==> config.mk <==
export PLATFORM = sky130hd
export DESIGN_NAME = lsu
export DESIGN_NICKNAME = d
export VERILOG_FILES = /design/src/rtl/gpu_pkg.sv /design/src/rtl/lsu.sv
export SDC_FILE = /design/constraint.sdc
export NUM_CORES = 1
export LEC_CHECK = 0
export CAP_MARGIN = 0
export CORE_MARGIN = 3
export CORE_UTILIZATION = 36
export CTS_CLUSTER_SIZE = 30
export DETAILED_ROUTE_END_ITERATION = 6
export HOLD_SLACK_MARGIN = 0.15
export PLACE_DENSITY = 0.65
export RECOVER_POWER = 25
export SLEW_MARGIN = 20
export SYNTH_ARGS = -nofsm -noshare
export SYNTH_HDL_FRONTEND = slang
export SYNTH_SLANG_ARGS = --single-unit
==> constraint.sdc <==
create_clock -name clk -period 5 [get_ports clk]
set_input_delay 1.25 -clock clk [delete_from_list [all_inputs] [get_ports clk]]
set_output_delay 1.25 -clock clk [all_outputs]
set_load 0.005 [all_outputs]
==> src/rtl/gpu_pkg.sv <==
// Shared pipeline and LSU state encodings for the GPU core.
// Imported by the LSU and by the core scheduler.
package gpu_pkg;

    typedef enum logic [2:0] {
        CORE_FETCH   = 3'd0,
        CORE_DECODE  = 3'd1,
        CORE_REQUEST = 3'd2,
        CORE_WAIT    = 3'd3,
        CORE_EXECUTE = 3'd4,
        CORE_UPDATE  = 3'd5,
        CORE_DONE    = 3'd6
    } core_state_t;

    typedef enum logic [1:0] {
        LSU_IDLE       = 2'd0,
        LSU_REQUESTING = 2'd1,
        LSU_WAITING    = 2'd2,
        LSU_DONE       = 2'd3
    } lsu_state_t;

endpackage

==> src/rtl/lsu.sv <==
// Per-thread load/store unit: turns one decoded LDR/STR into a single
// request on a memory-controller consumer port and returns load data.
import gpu_pkg::*;

module lsu #(
    parameter int ADDR_BITS      = 8,
    parameter int DATA_BITS      = 8,
    parameter int TIMEOUT_CYCLES = 255
) (
    input  logic                 clk,
    input  logic                 reset,
    input  logic                 enable,
    input  logic [2:0]           core_state,
    input  logic                 decoded_mem_read_enable,
    input  logic                 decoded_mem_write_enable,
    input  logic [DATA_BITS-1:0] rs,
    input  logic [DATA_BITS-1:0] rt,
    output logic                 mem_read_valid,
    output logic [ADDR_BITS-1:0] mem_read_address,
    input  logic                 mem_read_ready,
    input  logic [DATA_BITS-1:0] mem_read_data,
    output logic                 mem_write_valid,
    output logic [ADDR_BITS-1:0] mem_write_address,
    output logic [DATA_BITS-1:0] mem_write_data,
    input  logic                 mem_write_ready,
    output logic [1:0]           lsu_state,
    output logic [DATA_BITS-1:0] lsu_out,
    output logic                 lsu_error
);

    localparam int CNT_BITS = (TIMEOUT_CYCLES > 0) ? $clog2(TIMEOUT_CYCLES + 1) : 1;
    localparam bit TIMEOUT_EN = (TIMEOUT_CYCLES > 0);
    localparam logic [CNT_BITS-1:0] CNT_LAST = TIMEOUT_EN ? CNT_BITS'(TIMEOUT_CYCLES - 1) : {CNT_BITS{1'b0}};
    localparam logic [CNT_BITS-1:0] CNT_MAX  = {CNT_BITS{1'b1}};
    localparam logic [CNT_BITS-1:0] CNT_ONE  = CNT_BITS'(32'd1);

    lsu_state_t           state_r, state_s;
    logic                 op_write_r, op_write_s;
    logic [CNT_BITS-1:0]  cnt_r, cnt_s;
    logic                 read_valid_r, read_valid_s;
    logic                 write_valid_r, write_valid_s;
    logic [ADDR_BITS-1:0] read_addr_r, read_addr_s;
    logic [ADDR_BITS-1:0] write_addr_r, write_addr_s;
    logic [DATA_BITS-1:0] write_data_r, write_data_s;
    logic [DATA_BITS-1:0] out_r, out_s;
    logic                 error_r, error_s;
    logic                 grant_s;

    // Next-state and next-output logic; enable low overrides every state.
    always_comb begin
        state_s       = state_r;
        op_write_s    = op_write_r;
        cnt_s         = cnt_r;
        read_valid_s  = read_valid_r;
        write_valid_s = write_valid_r;
        read_addr_s   = read_addr_r;
        write_addr_s  = write_addr_r;
        write_data_s  = write_data_r;
        out_s         = out_r;
        error_s       = error_r;
        grant_s       = 1'b0;

        if (!enable) begin
            state_s       = LSU_IDLE;
            read_valid_s  = 1'b0;
            write_valid_s = 1'b0;
            error_s       = 1'b0;
        end else begin
            case (state_r)
                LSU_IDLE: begin
                    if (core_state == CORE_REQUEST) begin
                        if (decoded_mem_read_enable ^ decoded_mem_write_enable) begin
                            state_s    = LSU_REQUESTING;
                            op_write_s = decoded_mem_write_enable;
                            error_s    = 1'b0;
                        end else if (decoded_mem_read_enable && decoded_mem_write_enable) begin
                            state_s = LSU_DONE;
                            error_s = 1'b1;
                        end else begin
                            state_s = LSU_IDLE;
                        end
                    end else begin
                        state_s = LSU_IDLE;
                    end
                end
                LSU_REQUESTING: begin
                    cnt_s   = {CNT_BITS{1'b0}};
                    state_s = LSU_WAITING;
                    if (op_write_r) begin
                        write_valid_s = 1'b1;
                        write_addr_s  = ADDR_BITS'(rs);
                        write_data_s  = rt;
                    end else begin
                        read_valid_s = 1'b1;
                        read_addr_s  = ADDR_BITS'(rs);
                    end
                end
                LSU_WAITING: begin
                    // Only the ready of the recorded op counts; a grant beats a coincident timeout.
                    grant_s = op_write_r ? mem_write_ready : mem_read_ready;
                    if (grant_s) begin
                        state_s = LSU_DONE;
                        if (op_write_r) begin
                            write_valid_s = 1'b0;
                        end else begin
                            read_valid_s = 1'b0;
                            out_s        = mem_read_data;
                        end
                    end else if (TIMEOUT_EN && (cnt_r == CNT_LAST)) begin
                        state_s       = LSU_DONE;
                        read_valid_s  = 1'b0;
                        write_valid_s = 1'b0;
                        error_s       = 1'b1;
                    end else if (cnt_r != CNT_MAX) begin
                        cnt_s = cnt_r + CNT_ONE;
                    end else begin
                        cnt_s = cnt_r;
                    end
                end
                LSU_DONE: begin
                    if (core_state == CORE_UPDATE) begin
                        state_s = LSU_IDLE;
                        error_s = 1'b0;
                    end else begin
                        state_s = LSU_DONE;
                    end
                end
                default: begin
                    state_s = LSU_IDLE;
                end
            endcase
        end
    end

    // State register.
    always_ff @(posedge clk or negedge reset) begin
        if (!reset) begin
            state_r <= LSU_IDLE;
        end else begin
            state_r <= state_s;
        end
    end

    // Datapath and output registers.
    always_ff @(posedge clk or negedge reset) begin
        if (!reset) begin
            op_write_r    <= 1'b0;
            cnt_r         <= {CNT_BITS{1'b0}};
            read_valid_r  <= 1'b0;
            write_valid_r <= 1'b0;
            read_addr_r   <= {ADDR_BITS{1'b0}};
            write_addr_r  <= {ADDR_BITS{1'b0}};
            write_data_r  <= {DATA_BITS{1'b0}};
            out_r         <= {DATA_BITS{1'b0}};
            error_r       <= 1'b0;
        end else begin
            op_write_r    <= op_write_s;
            cnt_r         <= cnt_s;
            read_valid_r  <= read_valid_s;
            write_valid_r <= write_valid_s;
            read_addr_r   <= read_addr_s;
            write_addr_r  <= write_addr_s;
            write_data_r  <= write_data_s;
            out_r         <= out_s;
            error_r       <= error_s;
        end
    end

    assign mem_read_valid    = read_valid_r;
    assign mem_read_address  = read_addr_r;
    assign mem_write_valid   = write_valid_r;
    assign mem_write_address = write_addr_r;
    assign mem_write_data    = write_data_r;
    assign lsu_state         = state_r;
    assign lsu_out           = out_r;
    assign lsu_error         = error_r;

endmodule

==> results of run 1 <==
-- power by group --
group	total (mW)	switching, mW	internal, mW
logic	0.323	0.0946	0.228
clock network	0.279	0.119	0.160
registers	0.512	0.0528	0.459
total	1.11	0.267	0.847
-- synthesized netlist by cell type (3+ instances only) --
cell type / count
dfrtp_1: 46
mux2_2: 32
nor2_1: 10
inv_1: 7
nand2_1: 6
a21oi_1: 5
o21ai_0: 5
buf_2: 4
ha_1: 4
nand3_1: 4
nor3_1: 4
o211ai_1: 3
o31ai_1: 3
-- area by class of cell --
| type | instances | area [sq um] | area share, % |
|---|---|---|---|
| sequential | 46 | 1150 | 38.4 |
| multi-input combinational | 113 | 920 | 30.7 |
| timing repair buffer | 70 | 694 | 23.2 |
| tap | 72 | 90.1 | 3.01 |
| clock buffer | 6 | 82.6 | 2.76 |
| clock inverter | 1 | 30.0 | 1.00 |
| inverter | 7 | 26.3 | 0.878 |
-- layout by cell type (no fill, tap or decap), types with 2 or more instances in the layout --
cell type         n
clkdlybuf4s50_1  69
dfrtp_1          46
mux2_2           32
nor2_1           10
inv_1             7
nand2_1           6
clkbuf_8          6
o21ai_0           5
a21oi_1           5
nand3_1           4
nor3_1            4
ha_1              4
o31ai_1           3
o211ai_1          3
and3b_1           2
and3_1            2
nand2b_1          2
nor2b_1           2
nand4_1           2
a31oi_1           2
nand4b_1          2
a21boi_0          2
a2bb2oi_1         2
mux2i_1           2
-- cell families (layout without fill, tap and decap cells) --
family / Yosys count / in the layout / share of synthesized area (%)
compound gates: 29 / 29 / 9.82
fa+ha+maj: 4 / 4 / 2.34
buf+inv: 13 / 84 / 3.22
flops: 46 / 46 / 53.8
mux: 36 / 36 / 19.0
simple gates: 44 / 44 / 11.8
-- stage by stage --
stage	hold slack [ns]	instances	utilization, %
4_1_cts	0.511	315	53.1
6_report	0.508	315	53.1
3_5_place_dp	0.495	308	51.1
2_1_floorplan	0.464	172	-
5_1_grt	0.516	315	53.1
3_3_place_gp	0.489	308	51.1
-- final timing paths --
| check | start | endpoint | slack [ns] | cells after the start |
|---|---|---|---|---|
| worst max register to register | lsu_state[1] | lsu_out[3] | 2.95 | 3 |
| worst max-delay path | reset | lsu_error | 1.98 | 1 |
| worst min-delay path | mem_read_address[1] | mem_read_address[1] | 0.51 | 1 |
| min in group asynchronous | reset | mem_read_address[1] | 1.68 | 1 |
| max in group clk | enable | mem_write_address[1] | 2.06 | 4 |
| worst min register to register | mem_read_address[1] | mem_read_address[1] | 0.51 | 1 |
-- flip-flops by register name, summed over array words and instances, names as in the netlist --
name               cells
cnt_r                  8
lsu_error              1
lsu_out                8
lsu_state              2
mem_read_address       8
mem_read_valid         1
mem_write_address      8
mem_write_data         8
mem_write_valid        1
op_write_r             1
-- routing by layer --
layer  vias to the layer above  part of all wire, %  GRT usage [%]  wire (um)
met5                         -                    0              0          0
met4                         0                  1.5           4.90         69
met3                         6                  6.2           4.86        282
met2                        43                   50           23.2       2290
met1                       777                   42           17.2       1910
li1                        766                    -              -          -
==> results.txt, run 1 <==
Outcome: finished, violations left
Failing checks: max-capacitance violations, max-slew violations
Core area: 5640 sq um
Die Area: 6900 sq um
Synth top area share: 53.8%
Number of cell rows: 27
Req. time, crit path: 4.91 ns
TritonCTS clock tree: done
HPWL Detailed: 3380 um
Layout area overhead: 39.9%
Post-DP Area: 2880 sq um
TritonCTS Sinks: 46
Largest cells by area after synthesis: dfrtp_1 (54%), mux2_2 (17%), ha_1 (2.3%)
WP buf/inv: 1
Wire per inst: 14.5 um
Fill cells: 493
Die span in x: 83.1 um
Leading register cell type out of synthesis: dfrtp_1
Ports: 71
CP delay by family, top: buffers and inverters
Distinct cells, synth: 41
Crit-path max FO: 46
Pwr dens: 372 nW/um^2
P_leak: 1.31 nW
Max-cap violations: 1
H-tree levels: 2
Final Cell Area: 2990 sq um
Tot GR Track Use: 14.1%
Layout cells sized above 1: 18.9%
Sequential fraction of the synthesis area: 53.8%
Final setup viols: 0
Final Max Tran Viols: 47
Routed WL: 4550 um
Via total after detailed routing: 1592
Pwr Total: 1.11 mW
Yosys warns: 0
RSZ-0062 raised after global routing: false
Worst-Skew Late Latency: 0.29 ns
Max Freq: 331 MHz
Crit path cell chain: clkbuf_1
Clk slew on worst S/H paths: 0.08 ns
Slowest stage cell, crit path: clkbuf_1
Vias in the first global route: 1603
PnR worst setup slack: 1.98 ns
DRT Pass-1 Iters: 4
FF+latch count, synth: 46
First-pass GRT wire length: 7890 um
Worst Tran Pin Value: 2.38 ns
Number of post-CTS setup repair buffers: 0
Antenna-violating nets left: 0
Die height: 83.1 um
Port Buffers: 70
CTS buffer count: 5
N_diodes: 0
Minimum clock period: 3.02 ns
Starting Density: 37.9%
Largest area contributor in the netlist: dfrtp_1
Crit path arrival time: 2.93 ns
Critical path capture point type: async pin
Root Driver: clkbuf_8
WS Path Type: primary input to async pin
Hold Crit Class: flop to flop
CP startpoint kind: primary input
Post-synth EDFFs: 0
Fin crit share: 60.4%
Worst Skew: 0.00702 ns
Synth Instances: 172
Synth async-reset ratio: 100%
DR iter-0 viols: 48
Largest net degree at the start of global routing: 47
Final hold vios: 0
Slew headroom: -58.9%
Pre-CTS setup slack: 1.71 ns
Syn_nets: 210
Final nets: 281
Peak VDD IR: 0.204 mV
Synthesized area per cell: 12.4 sq um
Global route overflow: 0
Initial antenna violation count: 0
Mapped cell area: 2140 sq um
Worst path max stage delay: 1.67 ns
PostCTS Resize Cnt: 0
Final GP Congestion: 0.790
Fin Setup TNS: 0 ns
Drt drc: 0
Vias/cell: 5.05
Bufs on Longest Clock Path: 2
Post-CTS Hold Buffers: 0
Power figures use the tool's default switching activity.
==> run 2: changes to the inputs <==
clock period = 2.8 ns   (was 5 ns; I/O delays follow)
==> run 2 against run 1 <==
The flow now finishes without violations; critical path depth grew 4; count of clock-buffer cells in the layout decreased by 1; clock skew up 0.0023 ns; first-iteration DRC count fell by 10%; total power rose by 69%; final area hardly changed; die area stayed put; wire length is 4.3% higher; flip-flop and latch count stayed put; worst setup slack got worse by 1.4 ns; global-route usage grew 0.33 points.
==> results.txt, run 2 (synthesized netlist as in run 1, its figures left out) <==
Die Area: 6900 sq um
Sequential power share: 48.6%
Most frequent cells in the layout: clkdlybuf4s50_1 (69), dfrtp_1 (46), mux2_2 (32)
Antenna-violating nets left: 0
Fin Setup TNS: 0 ns
Final setup viols: 0
CP startpoint kind: primary input
Final Max Tran Viols: 0
Worst Tran Pin Value: 1.12 ns
Layout area overhead: 40.1%
Minimum clock period: 2.20 ns
Routed WL: 4750 um
Vias/cell: 5.00
Ports: 71
Max-cap violations: 0
Via total after detailed routing: 1601
Tot GR Track Use: 14.4%
Worst-Skew Late Latency: 0.30 ns
Peak VDD IR: 0.464 mV
Wire per inst: 14.8 um
Placed cells: 313
Pwr dens: 627 nW/um^2
PostCTS Resize Cnt: 0
Largest net degree at the start of global routing: 47
Vias in the first global route: 1690
WS Path Type: primary input to flop
Req. time, crit path: 2.99 ns
Final nets: 286
RSZ-0062 raised after global routing: false
Power share of the combinational group: 31.1%
Core area: 5640 sq um
P_leak: 1.32 nW
Clock Power Share: 20.3%
Fin crit share: 78.7%
DRT Pass-1 Iters: 4
H-tree levels: 2
N_diodes: 0
Hold Crit Class: flop to flop
HPWL Detailed: 3500 um
Clk slew on worst S/H paths: 0.09 ns
Number of cell rows: 27
First-pass GRT wire length: 8140 um
Final hold vios: 0
Commonest non-fill, non-tap cell in the layout: clkdlybuf4s50_1
Starting Density: 37.9%
NetSw: 482 uW
Port Buffers: 70
DR iter-0 viols: 43
Max Freq: 454 MHz
Crit-path max FO: 8
Slew headroom: 25.4%
Bufs on Longest Clock Path: 2
Non-filler cells, final: 320
Die height: 83.1 um
Drt drc: 0
Die span in x: 83.1 um
Critical path capture point type: flop
Global route overflow: 0
Number of post-CTS setup repair buffers: 0
Int Pwr: 1.40 mW
CTS buffer count: 5
Crit path arrival time: 2.39 ns
TritonCTS Sinks: 46
Worst Skew: 0.00937 ns
Layout cells sized above 1: 21.0%
Initial antenna violation count: 0
TritonCTS clock tree: done
Pwr Total: 1.88 mW
Root Driver: clkbuf_8
Net Sw Frac: 25.6%
Outcome: finished, final reports clean
Post-CTS Hold Buffers: 0
Final GP Congestion: 0.813
## run 2: changes by cell type in the layout (fill, tap and decap cells not counted), sizes merged
cell and delta:
bufinv -1, clkinv +2, clkbuf -1, buf +5
## run 2: worst max-delay path, stage by stage
cell	delay (ns)
clkdlybuf4s50_1	0.62
nand3b_1	0.19
a311o_4	0.41
nand2_2	0.13
mux2_1	0.33
## run 2: power by group through the flow
stage / clock (mW) / combinational, mW / sequential, mW
2_1_floorplan: 0 / 0.202 / 0.923
3_3_place_gp: 0 / 0.591 / 0.920
3_5_place_dp: 0 / 0.594 / 0.927
4_1_cts: 0.399 / 0.600 / 0.914
5_1_grt: 0.431 / 0.635 / 0.936
6_report: 0.382 / 0.586 / 0.913
## run 2: cell type report
type	count	area [sq um]
fill	509	2650
tap	72	90.1
clock inverter	2	10.0
multi-input combinational	113	920
timing repair buffer	75	731
clock buffer	5	68.8
inverter	7	26.3
sequential	46	1150
## run 2: final timing paths
path	from	to	slack [ns]	cells past startpoint
worst max-delay path	enable	cnt_r[1]	0.60	5
worst min-delay path	cnt_r[6]	cnt_r[6]	0.50	1
worst max register to register	cnt_r[0]	cnt_r[1]	0.82	5
worst min register to register	cnt_r[6]	cnt_r[6]	0.50	1
max in group asynchronous	reset	lsu_out[4]	1.43	2
min in group asynchronous	reset	mem_write_address[0]	0.70	2
## run 2: metrics by stage
step           setup WS [ns]  hold WS [ns]  utilization [%]  cell area (sq um)
2_1_floorplan          0.858         0.404                -               2140
3_3_place_gp           0.341         0.486             51.8               2920
4_1_cts                0.609         0.500             53.2               3000
3_5_place_dp           0.288         0.492             51.8               2920
5_1_grt                0.515         0.517             53.1               3000
6_report               0.598         0.502             53.1               3000
## run 2: metal layers
metal	part of all wire, %	vias to the layer above	track usage (%)	wire length (um)
met4	1.2	0	4.75	59
met5	0	-	0	0
met2	50	49	24.2	2380
met1	42	768	17.6	2010
met3	6.4	7	4.46	306
li1	-	777	-	-
==> run 3: changes to the inputs <==
clock period = 2.1 ns   (was 2.8 ns; I/O delays follow)
==> run 3 against run 2 <==
Via count is 4.9% higher; wire length increased by 3.3%; critical endpoint is now lsu_state[1]; critical path type is now flop to output port; non-clock buffer count increased by 15; largest power group unchanged; combinational power is 39% higher.
==> results.txt, run 3 (synthesized netlist as in run 1, its figures left out) <==
Largest net degree at the start of global routing: 24
Non-filler cells, final: 335
TritonCTS clock tree: done
Number of post-CTS setup repair buffers: 0
Vias in the first global route: 1713
Die height: 83.1 um
Number of cell rows: 27
WP buf/inv: 1
Crit path cell chain: clkdlybuf4s50_1
CP delay by family, top: buffers and inverters
Final Max Tran Viols: 0
Final nets: 301
Fin Setup TNS: 0 ns
Bufs on Longest Clock Path: 2
Via total after detailed routing: 1680
Final hold vios: 0
PnR worst setup slack: 0.156 ns
Die span in x: 83.1 um
DRT Pass-1 Iters: 4
HPWL Detailed: 3760 um
Peak VDD IR: 0.449 mV
Fin crit share: 92.5%
Crit path arrival time: 1.42 ns
Ports: 71
DR iter-0 viols: 72
Commonest non-fill, non-tap cell in the layout: clkdlybuf4s50_1
Worst path max stage delay: 0.57 ns
Layout cells sized above 1: 25.1%
Max-cap violations: 0
Root Driver: clkbuf_8
Drt drc: 0
Placed cells: 328
Slowest stage cell, crit path: clkdlybuf4s50_1
Final GP Congestion: 0.830
P_leak: 1.40 nW
R2r setup slk: 0.22 ns
Hold Crit Class: primary input to async pin
Vias/cell: 5.01
First-pass GRT wire length: 8440 um
H-tree levels: 2
WS Path Type: flop to output port
Tot GR Track Use: 15.1%
Die Area: 6900 sq um
Initial antenna violation count: 0
Final setup viols: 0
RSZ-0062 raised after global routing: false
Antenna-violating nets left: 0
Pwr dens: 808 nW/um^2
Layout area overhead: 46.9%
Post-DP Area: 3070 sq um
Req. time, crit path: 1.57 ns
CP startpoint kind: flop
Wire per inst: 14.7 um
Pre-CTS setup slack: -0.0905 ns
Minimum clock period: 1.94 ns
Clk slew on worst S/H paths: 0.09 ns
Outcome: finished, final reports clean
Port Buffers: 70
Slew headroom: 18.1%
Worst-Skew Late Latency: 0.30 ns
Global route overflow: 0
Final Core Density: 55.7%
Crit-path max FO: 13
Routed WL: 4910 um
Most frequent cells in the layout: clkdlybuf4s50_1 (69), dfrtp_1 (46), mux2_2 (32)
Max Freq: 515 MHz
Worst Tran Pin Value: 1.23 ns
Post-CTS Hold Buffers: 0
TritonCTS Sinks: 46
Starting Density: 37.9%
CTS buffer count: 5
Worst Skew: 0.00774 ns
Critical path capture point type: output port
Final Cell Area: 3140 sq um
Core area: 5640 sq um
PostCTS Resize Cnt: 0
N_diodes: 0
-- run 3: cell count changes in the layout (fill, tap and decap cells not counted), sizes merged --
cell / before / now
buf: 5 / 18
clkbuf: 6 / 8
-- run 3: area by class of cell --
type | instances | area [sq um]
Fill cell | 509 | 2500
Sequential cell | 46 | 1150
Multi-Input combinational cell | 113 | 920
Timing Repair Buffer | 90 | 877
Tap cell | 72 | 90.1
Clock buffer | 5 | 68.8
Inverter | 7 | 26.3
Clock inverter | 2 | 10.0
-- run 3: through the flow --
| step | total power, mW | hold slack [ns] |
|---|---|---|
| final | 2.54 | 0.464 |
| after global routing | 2.71 | 0.517 |
| after CTS | 2.59 | 0.201 |
| after detailed placement | 2.06 | 0.492 |
| after global placement | 2.05 | 0.487 |
| after floorplan | 1.50 | 0.229 |
-- run 3: path summary, 6_finish.rpt --
kind,from,endpoint,cells past startpoint
worst min register to register,mem_write_data[0],mem_write_data[0],1
min in group clk,mem_write_data[0],mem_write_data[0],1
worst min-delay path,reset,cnt_r[5],1
max in group asynchronous,reset,mem_write_address[4],2
worst max register to register,cnt_r[0],cnt_r[1],6
worst max-delay path,lsu_state[1],lsu_state[1],1
-- run 3: per-layer routing --
layer / track usage [%] / wire length [um] / share of wire, % / vias to the layer above
met2: 24.6 / 2420 / 49 / 44
met1: 18.8 / 2110 / 43 / 828
met4: 5.79 / 67 / 1.4 / 0
met5: 0 / 0 / 0 / -
met3: 4.37 / 312 / 6.4 / 5
li1: - / - / - / 803
-- run 3: power breakdown --
group	total [mW]	switching, mW	internal, mW
Sequential	1.21	0.120	1.09
Combinational	0.816	0.243	0.573
Clock	0.510	0.286	0.224
